--- src/rtl/apu_cmd_tx_if.sv ---
// Port bundle for apu_cmd_tx: requester write channel, APU PA/PB strobe lines and status.
// master is the transmitter itself; slave is the requester / APU side that drives its inputs.
interface apu_cmd_tx_if;
    logic       CE;
    logic       EN;
    logic [7:0] WR_DATA;
    logic       WR_LAST;
    logic       WR_VALID;
    logic       WR_READY;
    logic [7:0] PA_O;
    logic       PA_OE;
    logic       SCPUB;
    logic       WRB;
    logic       ACK_I;
    logic       BUSY;
    logic       PKT_DONE;
    logic       ERR;

    modport master (
        input  CE, EN, WR_DATA, WR_LAST, WR_VALID, ACK_I,
        output WR_READY, PA_O, PA_OE, SCPUB, WRB, BUSY, PKT_DONE, ERR
    );

    modport slave (
        output CE, EN, WR_DATA, WR_LAST, WR_VALID, ACK_I,
        input  WR_READY, PA_O, PA_OE, SCPUB, WRB, BUSY, PKT_DONE, ERR
    );
endinterface

--- src/rtl/apu_cmd_tx.sv ---
// Host-side uPD1771C command transmitter: FIFO-buffered bytes replayed with the CPU's PA/SCPUB/WRB/ACK handshake.
// Define APU_TX_TIMEOUT_EN to add per-phase acknowledge timeouts, packet drop and a sticky ERR flag.
module apu_cmd_tx #(
    parameter int DEPTH         = 8,
    parameter int SETUP_TICKS   = 2,
    parameter int STROBE_TICKS  = 4,
    parameter int TIMEOUT_TICKS = 1023
) (
    input  logic         CLK,
    input  logic         RES,
    apu_cmd_tx_if.master bus
);

    localparam int          AW         = $clog2(DEPTH);
    localparam logic [AW:0] FULL_CNT   = (AW + 1)'(DEPTH);
    localparam logic [10:0] SETUP_LIM  = 11'(SETUP_TICKS);
    localparam logic [10:0] STROBE_LIM = 11'(STROBE_TICKS);

    localparam logic [2:0] S_IDLE     = 3'd0;
    localparam logic [2:0] S_SETUP    = 3'd1;
    localparam logic [2:0] S_STROBE   = 3'd2;
    localparam logic [2:0] S_WAIT_ACK = 3'd3;
    localparam logic [2:0] S_RELEASE  = 3'd4;
`ifdef APU_TX_TIMEOUT_EN
    localparam logic [2:0]  S_FLUSH     = 3'd5;
    localparam logic [10:0] TIMEOUT_LIM = 11'(TIMEOUT_TICKS);
`endif

    if (DEPTH < 2 || DEPTH > 64 || (DEPTH & (DEPTH - 1)) != 0) begin : g_bad_depth
        $error("apu_cmd_tx: DEPTH must be a power of two in 2..64");
    end
    if (SETUP_TICKS < 1 || SETUP_TICKS > 1023 || STROBE_TICKS < 1 || STROBE_TICKS > 1023) begin : g_bad_ticks
        $error("apu_cmd_tx: SETUP_TICKS and STROBE_TICKS must be in 1..1023");
    end
    if (TIMEOUT_TICKS < 1 || TIMEOUT_TICKS > 1023) begin : g_bad_timeout
        $error("apu_cmd_tx: TIMEOUT_TICKS must be in 1..1023");
    end

    logic [8:0]  fifo_mem [DEPTH];
    logic [AW:0] wr_ptr;
    logic [AW:0] rd_ptr;
    logic [AW:0] used;
    logic [AW:0] used_next;
    logic        fifo_empty;
    logic [8:0]  head;
    logic        push;
    logic        pop;
    logic        start;
    logic        wr_ready_q;

    logic [2:0]  state;
    logic [9:0]  cnt;
    logic [10:0] cnt_inc;
    logic [9:0]  cnt_sat;
    logic        ack_s1;
    logic        ack_sync;
    logic        cur_last;

    logic [7:0]  pa_q;
    logic        pa_oe_q;
    logic        scpub_q;
    logic        wrb_q;
    logic        pkt_done_q;

    assign used       = wr_ptr - rd_ptr;
    assign fifo_empty = (used == '0);
    assign head       = fifo_mem[rd_ptr[AW-1:0]];
    assign push       = bus.WR_VALID & wr_ready_q;
    assign start      = (state == S_IDLE) & bus.EN & ~fifo_empty & ~ack_sync;

`ifdef APU_TX_TIMEOUT_EN
    assign pop = start | ((state == S_FLUSH) & ~fifo_empty);
`else
    assign pop = start;
`endif

    assign used_next = used + {{AW{1'b0}}, push} - {{AW{1'b0}}, pop};
    assign cnt_inc   = {1'b0, cnt} + {10'd0, bus.CE};
    assign cnt_sat   = cnt_inc[10] ? 10'h3FF : cnt_inc[9:0];

    always_ff @(posedge CLK) begin
        if (push) begin
            fifo_mem[wr_ptr[AW-1:0]] <= {bus.WR_LAST, bus.WR_DATA};
        end
    end

    // WR_READY is registered, so a pop freeing the last slot only reopens the port next cycle.
    always_ff @(posedge CLK or posedge RES) begin
        if (RES) begin
            wr_ptr     <= '0;
            rd_ptr     <= '0;
            wr_ready_q <= 1'b1;
        end else begin
            if (push) begin
                wr_ptr <= wr_ptr + (AW + 1)'(1);
            end
            if (pop) begin
                rd_ptr <= rd_ptr + (AW + 1)'(1);
            end
            wr_ready_q <= (used_next != FULL_CNT);
        end
    end

    always_ff @(posedge CLK or posedge RES) begin
        if (RES) begin
            ack_s1   <= 1'b0;
            ack_sync <= 1'b0;
        end else begin
            ack_s1   <= bus.ACK_I;
            ack_sync <= ack_s1;
        end
    end

`ifdef APU_TX_TIMEOUT_EN
    logic timeout_hit;
    logic err_q;

    assign timeout_hit = (((state == S_WAIT_ACK) & ~ack_sync) | ((state == S_RELEASE) & ack_sync))
                         & (cnt_inc >= TIMEOUT_LIM);
`endif

    // A CE on an ack-driven or start transition is the first tick of the new phase;
    // a CE that completes a tick count belongs to the phase it ends, so the next count starts at 0.
    always_ff @(posedge CLK or posedge RES) begin
        if (RES) begin
            state      <= S_IDLE;
            cnt        <= '0;
            cur_last   <= 1'b0;
            pa_q       <= '0;
            pa_oe_q    <= 1'b0;
            scpub_q    <= 1'b1;
            wrb_q      <= 1'b1;
            pkt_done_q <= 1'b0;
`ifdef APU_TX_TIMEOUT_EN
            err_q      <= 1'b0;
`endif
        end else begin
            pkt_done_q <= 1'b0;
`ifdef APU_TX_TIMEOUT_EN
            if (timeout_hit) begin
                err_q   <= 1'b1;
                wrb_q   <= 1'b1;
                scpub_q <= 1'b1;
                pa_oe_q <= 1'b0;
                cnt     <= '0;
                state   <= cur_last ? S_IDLE : S_FLUSH;
            end else
`endif
            case (state)
                S_IDLE: begin
                    if (start) begin
                        pa_q     <= head[7:0];
                        cur_last <= head[8];
                        pa_oe_q  <= 1'b1;
                        scpub_q  <= 1'b0;
                        cnt      <= {9'd0, bus.CE};
                        state    <= S_SETUP;
                    end
                end
                S_SETUP: begin
                    if (cnt_inc >= SETUP_LIM) begin
                        wrb_q <= 1'b0;
                        cnt   <= '0;
                        state <= S_STROBE;
                    end else begin
                        cnt <= cnt_sat;
                    end
                end
                S_STROBE: begin
                    if (cnt_inc >= STROBE_LIM) begin
                        cnt   <= '0;
                        state <= S_WAIT_ACK;
                    end else begin
                        cnt <= cnt_sat;
                    end
                end
                S_WAIT_ACK: begin
                    if (ack_sync) begin
                        wrb_q <= 1'b1;
                        cnt   <= {9'd0, bus.CE};
                        state <= S_RELEASE;
                    end else begin
                        cnt <= cnt_sat;
                    end
                end
                S_RELEASE: begin
                    if (!ack_sync) begin
                        scpub_q    <= 1'b1;
                        pa_oe_q    <= 1'b0;
                        pkt_done_q <= cur_last;
                        state      <= S_IDLE;
                    end else begin
                        cnt <= cnt_sat;
                    end
                end
`ifdef APU_TX_TIMEOUT_EN
                // Discards the remainder of the aborted packet, one entry per CLK.
                S_FLUSH: begin
                    if (fifo_empty || head[8]) begin
                        state <= S_IDLE;
                    end
                end
`endif
                default: state <= S_IDLE;
            endcase
        end
    end

    assign bus.WR_READY = wr_ready_q;
    assign bus.PA_O     = pa_q;
    assign bus.PA_OE    = pa_oe_q;
    assign bus.SCPUB    = scpub_q;
    assign bus.WRB      = wrb_q;
    assign bus.PKT_DONE = pkt_done_q;
    assign bus.BUSY     = ~fifo_empty | (state != S_IDLE);
`ifdef APU_TX_TIMEOUT_EN
    assign bus.ERR      = err_q;
`else
    assign bus.ERR      = 1'b0;
`endif

endmodule
--- src/flat_wrapper.sv ---
// flat-port wrapper written by rule: the top's interface ports become plain ports
module apu_cmd_tx_flat 
#(
    parameter int DEPTH         = 8,
    parameter int SETUP_TICKS   = 2,
    parameter int STROBE_TICKS  = 4,
    parameter int TIMEOUT_TICKS = 1023
)
  (CLK, RES, bus_CE, bus_EN, bus_WR_DATA, bus_WR_LAST, bus_WR_VALID, bus_ACK_I, bus_WR_READY, bus_PA_O, bus_PA_OE, bus_SCPUB, bus_WRB, bus_BUSY, bus_PKT_DONE, bus_ERR);
  apu_cmd_tx_if bus_i ();
  input  logic CLK;
  input  logic RES;
  input wire logic [$bits(bus_i.CE)-1:0] bus_CE;
  input wire logic [$bits(bus_i.EN)-1:0] bus_EN;
  input wire logic [$bits(bus_i.WR_DATA)-1:0] bus_WR_DATA;
  input wire logic [$bits(bus_i.WR_LAST)-1:0] bus_WR_LAST;
  input wire logic [$bits(bus_i.WR_VALID)-1:0] bus_WR_VALID;
  input wire logic [$bits(bus_i.ACK_I)-1:0] bus_ACK_I;
  output wire logic [$bits(bus_i.WR_READY)-1:0] bus_WR_READY;
  output wire logic [$bits(bus_i.PA_O)-1:0] bus_PA_O;
  output wire logic [$bits(bus_i.PA_OE)-1:0] bus_PA_OE;
  output wire logic [$bits(bus_i.SCPUB)-1:0] bus_SCPUB;
  output wire logic [$bits(bus_i.WRB)-1:0] bus_WRB;
  output wire logic [$bits(bus_i.BUSY)-1:0] bus_BUSY;
  output wire logic [$bits(bus_i.PKT_DONE)-1:0] bus_PKT_DONE;
  output wire logic [$bits(bus_i.ERR)-1:0] bus_ERR;
  assign bus_i.CE = bus_CE;
  assign bus_i.EN = bus_EN;
  assign bus_i.WR_DATA = bus_WR_DATA;
  assign bus_i.WR_LAST = bus_WR_LAST;
  assign bus_i.WR_VALID = bus_WR_VALID;
  assign bus_i.ACK_I = bus_ACK_I;
  assign bus_WR_READY = bus_i.WR_READY;
  assign bus_PA_O = bus_i.PA_O;
  assign bus_PA_OE = bus_i.PA_OE;
  assign bus_SCPUB = bus_i.SCPUB;
  assign bus_WRB = bus_i.WRB;
  assign bus_BUSY = bus_i.BUSY;
  assign bus_PKT_DONE = bus_i.PKT_DONE;
  assign bus_ERR = bus_i.ERR;
  apu_cmd_tx #(.DEPTH(DEPTH), .SETUP_TICKS(SETUP_TICKS), .STROBE_TICKS(STROBE_TICKS), .TIMEOUT_TICKS(TIMEOUT_TICKS)) u_core (.CLK(CLK), .RES(RES), .bus(bus_i));
endmodule
--- config.mk ---
export PLATFORM = sky130hd
export DESIGN_NAME = apu_cmd_tx_flat
export DESIGN_NICKNAME = d
export VERILOG_FILES = /design/src/rtl/apu_cmd_tx_if.sv /design/src/rtl/apu_cmd_tx.sv /design/src/flat_wrapper.sv
export SDC_FILE = /design/constraint.sdc
export NUM_CORES = 1
export LEC_CHECK = 0
export ABC_AREA = 1
export BUFFER_PORTS_ARGS = -buffer_cell sky130_fd_sc_hd__buf_2
export CAP_MARGIN = 20
export CORE_MARGIN = 2
export CORE_UTILIZATION = 60
export CTS_CLUSTER_SIZE = 24
export DETAILED_ROUTE_END_ITERATION = 6
export PLACE_DENSITY = 0.88
export REMOVE_ABC_BUFFERS = 1
export SLEW_MARGIN = 15
export SYNTH_ARGS = -nofsm -noshare
export SYNTH_HDL_FRONTEND = slang
export SYNTH_SLANG_ARGS = --single-unit
--- constraint.sdc ---
create_clock -name CLK -period 8.8 [get_ports CLK]
set_clock_uncertainty 0.05 [all_clocks]
set_input_delay 0.88 -clock CLK [delete_from_list [all_inputs] [get_ports CLK]]
set_output_delay 0.88 -clock CLK [all_outputs]
set_load 0.01 [all_outputs]
==> impl_metrics.env, run 1 <==
export IMPL_status="finished clean"
export IMPL_synth_cells=478
export IMPL_synth_most_common_cell="edfxtp_1"
export IMPL_wl_per_cell_um=17.4
export IMPL_drtAntennaViolNets=0
export IMPL_fin_cells=612
export IMPL_place_gp_congestion=0.851
export IMPL_cpPeakStageDelay_ps=770
export IMPL_yosysUniqueCellTypes=41
export IMPL_clk_pin_slew_ps=120
export IMPL_cap_violations=0
export IMPL_grt_start_max_net_pins=40
export IMPL_synthArstFlopShare=0.339
export IMPL_place_inst=596
export IMPL_dp_hpwl_mm=7.03
export IMPL_finalNetCount=531
export IMPL_grt_pass1_wl_mm=16.9
export IMPL_cts_root_buf="clkbuf_8"
export IMPL_port_buffers=28
export IMPL_r2r_setup_slack_ps=4480
export IMPL_timing_final_crit_period_ps=4320
export IMPL_setup_viol=0
export IMPL_dr_first_iter_drc_count=268
export IMPL_yosysTopAreaCellShare=0.424
export IMPL_clock_sinks=109
export IMPL_worstSetupPathType="flop to flop"
export IMPL_route_detailed_drc=0
export IMPL_cts_tree="yes"
export IMPL_cp_end_kind="flop"
export IMPL_drtPass1Iterations=5
export IMPL_avgSynthCellArea_um2=10.7
export IMPL_critPathMostFrequentCell="inv_1"
export IMPL_pre_cts_ws_ps=4550
export IMPL_layout_setup_ws_ps=4480
export IMPL_path_cells="inv_1, fa_1, xnor2_1, ha_1, nand3_1, nand3_1, nor2_4, ha_1, inv_1, ha_1, inv_1, fa_1, inv_1, a211oi_1, o2111ai_1"
export IMPL_report_final_slew_viol_count=0
export IMPL_cp_data_required_time_ps=9060
export IMPL_numCtsBuffers=9
export IMPL_fin_crit_sh=0.491
export IMPL_fmax_ghz=0.232
export IMPL_antenna_found_initial=0
export IMPL_cp_slowest_cell="dfrtp_1"
export IMPL_tightestPinTransition_ps=1110
export IMPL_grt_pass1_vias=3490
export IMPL_post_cts_resized=0
export IMPL_fin_util=0.670
export IMPL_clock_latency_ps=380
export IMPL_postCtsSetupRepairBufs=0
export IMPL_synth_edff_count=72
export IMPL_rsz0062_at_grt="false"
export IMPL_hold_violations=0
export IMPL_synth_top_area_cell="edfxtp_1"
export IMPL_worstHoldPathType="flop to flop"
export IMPL_synthTopCellsByArea="edfxtp_1 (42%), dfrtp_1 (17%), nand2_1 (5.1%)"
export IMPL_start_kind="flop"
export IMPL_antennaDiodeCount=0
export IMPL_num_rows=33
export IMPL_drive_gt1_frac=0.178
export IMPL_grt_ovfl_total=0
export IMPL_vias_per_cell=5.86
export IMPL_seq_area_frac_synth=0.606
export IMPL_synth_area_um2=5100
export IMPL_die_y_um=96.2
export IMPL_area_growth_pct=7.94
export IMPL_io_pins=30
export IMPL_initial_core_util=0.621
export IMPL_wl_mm=10.7
export IMPL_cp_max_fo=21
export IMPL_grt_usage=0.249
export IMPL_cts_buffer_depth=2
export IMPL_relSlewSlack=0.259
export IMPL_die_w_um=96.2
export IMPL_yosys_top_cells_count="edfxtp_1 (72), nand2_1 (70), nor2_1 (67)"
export IMPL_synth_warnings=0
export IMPL_postCtsHoldBufs=0
export IMPL_power_mw=1.81
export IMPL_leakagePower_nw=2.21
export IMPL_power_density_nw_per_um2=328
export IMPL_n_fill_cell=608
export IMPL_core_um2=8220
export IMPL_h_tree_depth=3
export IMPL_final_setup_tns_ps=0
export IMPL_synthFlopType="edfxtp_1"
export IMPL_ys_seq_elements=109
export IMPL_vdd_ir_drop_worst_mv=0.193
export IMPL_vias=3589
export IMPL_cp_arrival_ps=4580
export IMPL_dieArea_um2=9260
-- path summary, 6_finish.rpt --
kind,from,end,depth (start not counted)
worst max-delay path,u_core.rd_ptr[1]$_DFFE_PP0P_,u_core.bus.WR_READY$_DFF_PP1_,15
worst min-delay path,u_core.ack_s1$_DFF_PP0_,u_core.ack_sync$_DFF_PP0_,0
worst max register to register,u_core.rd_ptr[1]$_DFFE_PP0P_,u_core.bus.WR_READY$_DFF_PP1_,15
worst min register to register,u_core.ack_s1$_DFF_PP0_,u_core.ack_sync$_DFF_PP0_,0
max in group asynchronous,RES,u_core.bus.WR_READY$_DFF_PP1_,3
min in group asynchronous,RES,u_core.bus.PA_O[3]$_DFFE_PP0P_,3
-- critical path: cells and delay by family, from the launching register on --
family / cells / cell delay (ps)
compound gates: 2 / 300
buf+inv: 4 / 680
fa+ha+maj: 5 / 1690
xor+xnor: 1 / 170
flops: 1 / 770
simple gates: 3 / 590
-- registers in the layout (all words and copies together) (netlist names), 3 cells and up --
| name | flops |
|---|---|
| u_core.wr_ptr | 4 |
| u_core.fifo_mem | 72 |
| u_core.cnt | 10 |
| u_core.bus.PA_O | 8 |
| u_core.rd_ptr | 4 |
| u_core.state | 3 |
-- cells by family (layout without fill, tap and decap cells) --
logic type	count (synthesis)	in the layout	share of synthesized area
buffers and inverters	56	85	0.0431
adders and majority gates	14	14	0.0373
AOI/OAI and AO/OA	101	101	0.116
other	1	1	0.000735
DFF	109	109	0.606
and+or+nand+nor	188	188	0.182
xor gates and xnor gates	9	9	0.0154
-- report_power, final --
group          internal (mW)  switching [mW]  leakage (nW)
Combinational          0.271           0.514         0.991
Sequential             0.652          0.0742          1.12
Clock                  0.110           0.184        0.0965
Total                   1.03           0.772          2.21
-- per-layer routing --
layer  GRT usage  vias to the layer above  part of all wire
li1            -                     1698                 -
met1       0.305                     1738              0.39
met2       0.452                      135              0.54
met3      0.0423                       18             0.062
met4      0.0726                        0             0.012
met5           0                        -                 0
-- metrics by stage --
stage	area [µm²]	hold slack (ps)
detailed placement	5320	288
global placement	5320	288
floorplan	5030	281
global route	5510	344
CTS	5510	314
finish	5510	312
-- layout by cell type (no fill, tap or decap), types with 3 or more instances in the layout --
| master | netlist | layout |
|---|---|---|
| o21ai_0 | 52 | 52 |
| o21ai_2 | 9 | 9 |
| o22ai_1 | 17 | 17 |
| nand3_1 | 16 | 16 |
| nand4_1 | 5 | 5 |
| nand2_2 | 6 | 6 |
| edfxtp_1 | 72 | 72 |
| nand3_2 | 3 | 3 |
| clkinv_1 | 3 | 4 |
| xor2_1 | 5 | 5 |
| clkbuf_8 | 0 | 9 |
| ha_1 | 12 | 12 |
| buf_2 | 2 | 28 |
| nor2_1 | 67 | 66 |
| o211ai_1 | 4 | 4 |
| dfrtp_1 | 34 | 34 |
| o21ai_1 | 10 | 10 |
| xnor2_1 | 4 | 4 |
| nand2_1 | 70 | 70 |
| dfstp_2 | 3 | 3 |
| nor2_2 | 3 | 4 |
| inv_2 | 6 | 6 |
| inv_1 | 30 | 30 |
| nor2_4 | 6 | 6 |
-- final cells by class --
| class | count | area [µm²] | share of cell area |
|---|---|---|---|
| Sequential cell | 109 | 3090 | 0.561 |
| Multi-Input combinational cell | 313 | 1790 | 0.326 |
| Timing Repair Buffer | 30 | 155 | 0.0282 |
| Inverter | 39 | 146 | 0.0266 |
| Tap cell | 105 | 131 | 0.0238 |
| Clock buffer | 9 | 124 | 0.0225 |
| Clock inverter | 7 | 66.3 | 0.0120 |
No activity file was read; power rests on OpenSTA's default activity.
==> run 2, diff against run 1 <==
==> constraint.sdc (replaced) <==
create_clock -name CLK -period 4.24 [get_ports CLK]
set_clock_uncertainty 0.05 [all_clocks]
set_input_delay 0.424 -clock CLK [delete_from_list [all_inputs] [get_ports CLK]]
set_output_delay 0.424 -clock CLK [all_outputs]
set_load 0.01 [all_outputs]
==> impl_metrics.env, run 2 (synthesized netlist as in run 1, its figures left out) <==
export IMPL_numCtsBuffers=9
export IMPL_core_um2=8220
export IMPL_cts_tree="yes"
export IMPL_relSlewSlack=0.256
export IMPL_rsz0062_at_grt="false"
export IMPL_vias_per_cell=5.92
export IMPL_largest_register_ffs=72
export IMPL_place_inst=598
export IMPL_vias=3640
export IMPL_report_final_slew_viol_count=0
export IMPL_cap_violations=0
export IMPL_dp_hpwl_mm=7.47
export IMPL_drtPass1Iterations=7
export IMPL_pre_cts_ws_ps=467
export IMPL_start_kind="flop"
export IMPL_h_tree_depth=3
export IMPL_antenna_found_initial=0
export IMPL_cts_root_buf="clkbuf_8"
export IMPL_layout_setup_ws_ps=460
export IMPL_r2r_end="u_core.bus.WR_READY$_DFF_PP1_"
export IMPL_worstSetupPathType="flop to flop"
export IMPL_final_cell_mix="edfxtp_1 (72), nand2_1 (70), nor2_1 (66), o21ai_0 (52), dfrtp_1 (34)"
export IMPL_leakagePower_nw=2.23
export IMPL_die_w_um=96.2
export IMPL_wl_mm=11.2
export IMPL_r2r_start="u_core.rd_ptr[2]$_DFFE_PP0P_"
export IMPL_antennaDiodeCount=0
export IMPL_grt_pass1_vias=3642
export IMPL_cp_max_fo=18
export IMPL_status="finished clean"
export IMPL_grt_pass1_wl_mm=17.6
export IMPL_timing_final_crit_period_ps=3780
export IMPL_final_setup_tns_ps=0
export IMPL_worstRegToRegCells=17
export IMPL_io_pins=30
export IMPL_fin_cells=615
export IMPL_dieArea_um2=9260
export IMPL_tightestPinTransition_ps=1110
export IMPL_postCtsHoldBufs=0
export IMPL_power_density_nw_per_um2=697
export IMPL_cp_arrival_ps=4040
export IMPL_fmax_ghz=0.265
export IMPL_final_common_cell="edfxtp_1"
export IMPL_area_growth_pct=8.63
export IMPL_route_detailed_drc=0
export IMPL_setup_viol=0
export IMPL_dr_first_iter_drc_count=310
export IMPL_cts_buffer_depth=2
export IMPL_place_gp_congestion=0.871
export IMPL_clk_pin_slew_ps=120
export IMPL_port_buffers=28
export IMPL_cp_end_kind="flop"
export IMPL_post_cts_resized=0
export IMPL_drtAntennaViolNets=0
export IMPL_die_y_um=96.2
export IMPL_hold_violations=0
export IMPL_initial_core_util=0.621
export IMPL_grt_usage=0.263
export IMPL_num_rows=33
export IMPL_fin_util=0.675
export IMPL_clock_sinks=109
export IMPL_grt_start_max_net_pins=41
export IMPL_postCtsSetupRepairBufs=0
export IMPL_worstHoldPathType="input pin to async pin"
export IMPL_fin_crit_sh=0.892
export IMPL_drive_gt1_frac=0.184
export IMPL_wl_per_cell_um=18.3
export IMPL_grt_ovfl_total=0
export IMPL_vdd_ir_drop_worst_mv=0.431
export IMPL_clock_latency_ps=390
export IMPL_cp_data_required_time_ps=4500
export IMPL_finalNetCount=534
export IMPL_r2r_setup_slack_ps=460
==> run 2: how the worst max path moves through the flow <==
stage                                          endpoint  depth (start not counted)  slack (ps)                          from
final                     u_core.bus.WR_READY$_DFF_PP1_                         17         460  u_core.rd_ptr[2]$_DFFE_PP0P_
after global routing      u_core.bus.WR_READY$_DFF_PP1_                         17         180  u_core.rd_ptr[2]$_DFFE_PP0P_
after CTS                 u_core.bus.WR_READY$_DFF_PP1_                         17         480  u_core.rd_ptr[2]$_DFFE_PP0P_
after detailed placement  u_core.bus.WR_READY$_DFF_PP1_                         17         470  u_core.rd_ptr[2]$_DFFE_PP0P_
after global placement    u_core.bus.WR_READY$_DFF_PP1_                         17         710  u_core.rd_ptr[2]$_DFFE_PP0P_
after floorplan           u_core.bus.WR_READY$_DFF_PP1_                         16         490  u_core.rd_ptr[0]$_DFFE_PP0P_
==> run 2: layer usage <==
metal,global-route usage,wire [µm]
met1,0.291,4260
met2,0.477,6100
met3,0.0673,602
met4,0.108,271
met5,0,0
==> run 2: layout make-up <==
class / instances / area (µm²)
Clock inverter: 6 / 65.1
Clock buffer: 10 / 138
Multi-Input combinational cell: 313 / 1790
Fill cell: 597 / 2670
Sequential cell: 109 / 3090
Tap cell: 105 / 131
Inverter: 39 / 146
Timing Repair Buffer: 33 / 178
==> run 2: report_power, final <==
| part | switching [mW] | internal [mW] | total (mW) |
|---|---|---|---|
| combinational | 1.16 | 0.588 | 1.75 |
| clock | 0.388 | 0.248 | 0.637 |
| sequential | 0.128 | 1.35 | 1.48 |
==> run 2: worst max-delay path, cell delays in order, from the launching register on <==
cell	delay [ps]
dfrtp_1	570
inv_2	190
ha_1	380
a21oi_1	130
nand2_1	70
xnor2_1	130
ha_1	190
nand3_1	80
nand3_1	110
nor2_4	350
ha_1	300
inv_1	60
ha_1	130
inv_1	60
fa_1	480
inv_1	40
a211oi_1	220
o2111ai_1	150
==> run 2: per-stage QoR <==
step	instance area [µm²]	hold slack [ps]	power, mW
global placement	5330	287	3.06
finish	5540	29.7	3.87
CTS	5530	48.1	3.86
floorplan	5030	281	2.67
detailed placement	5330	297	3.22
global route	5540	47.5	4.13
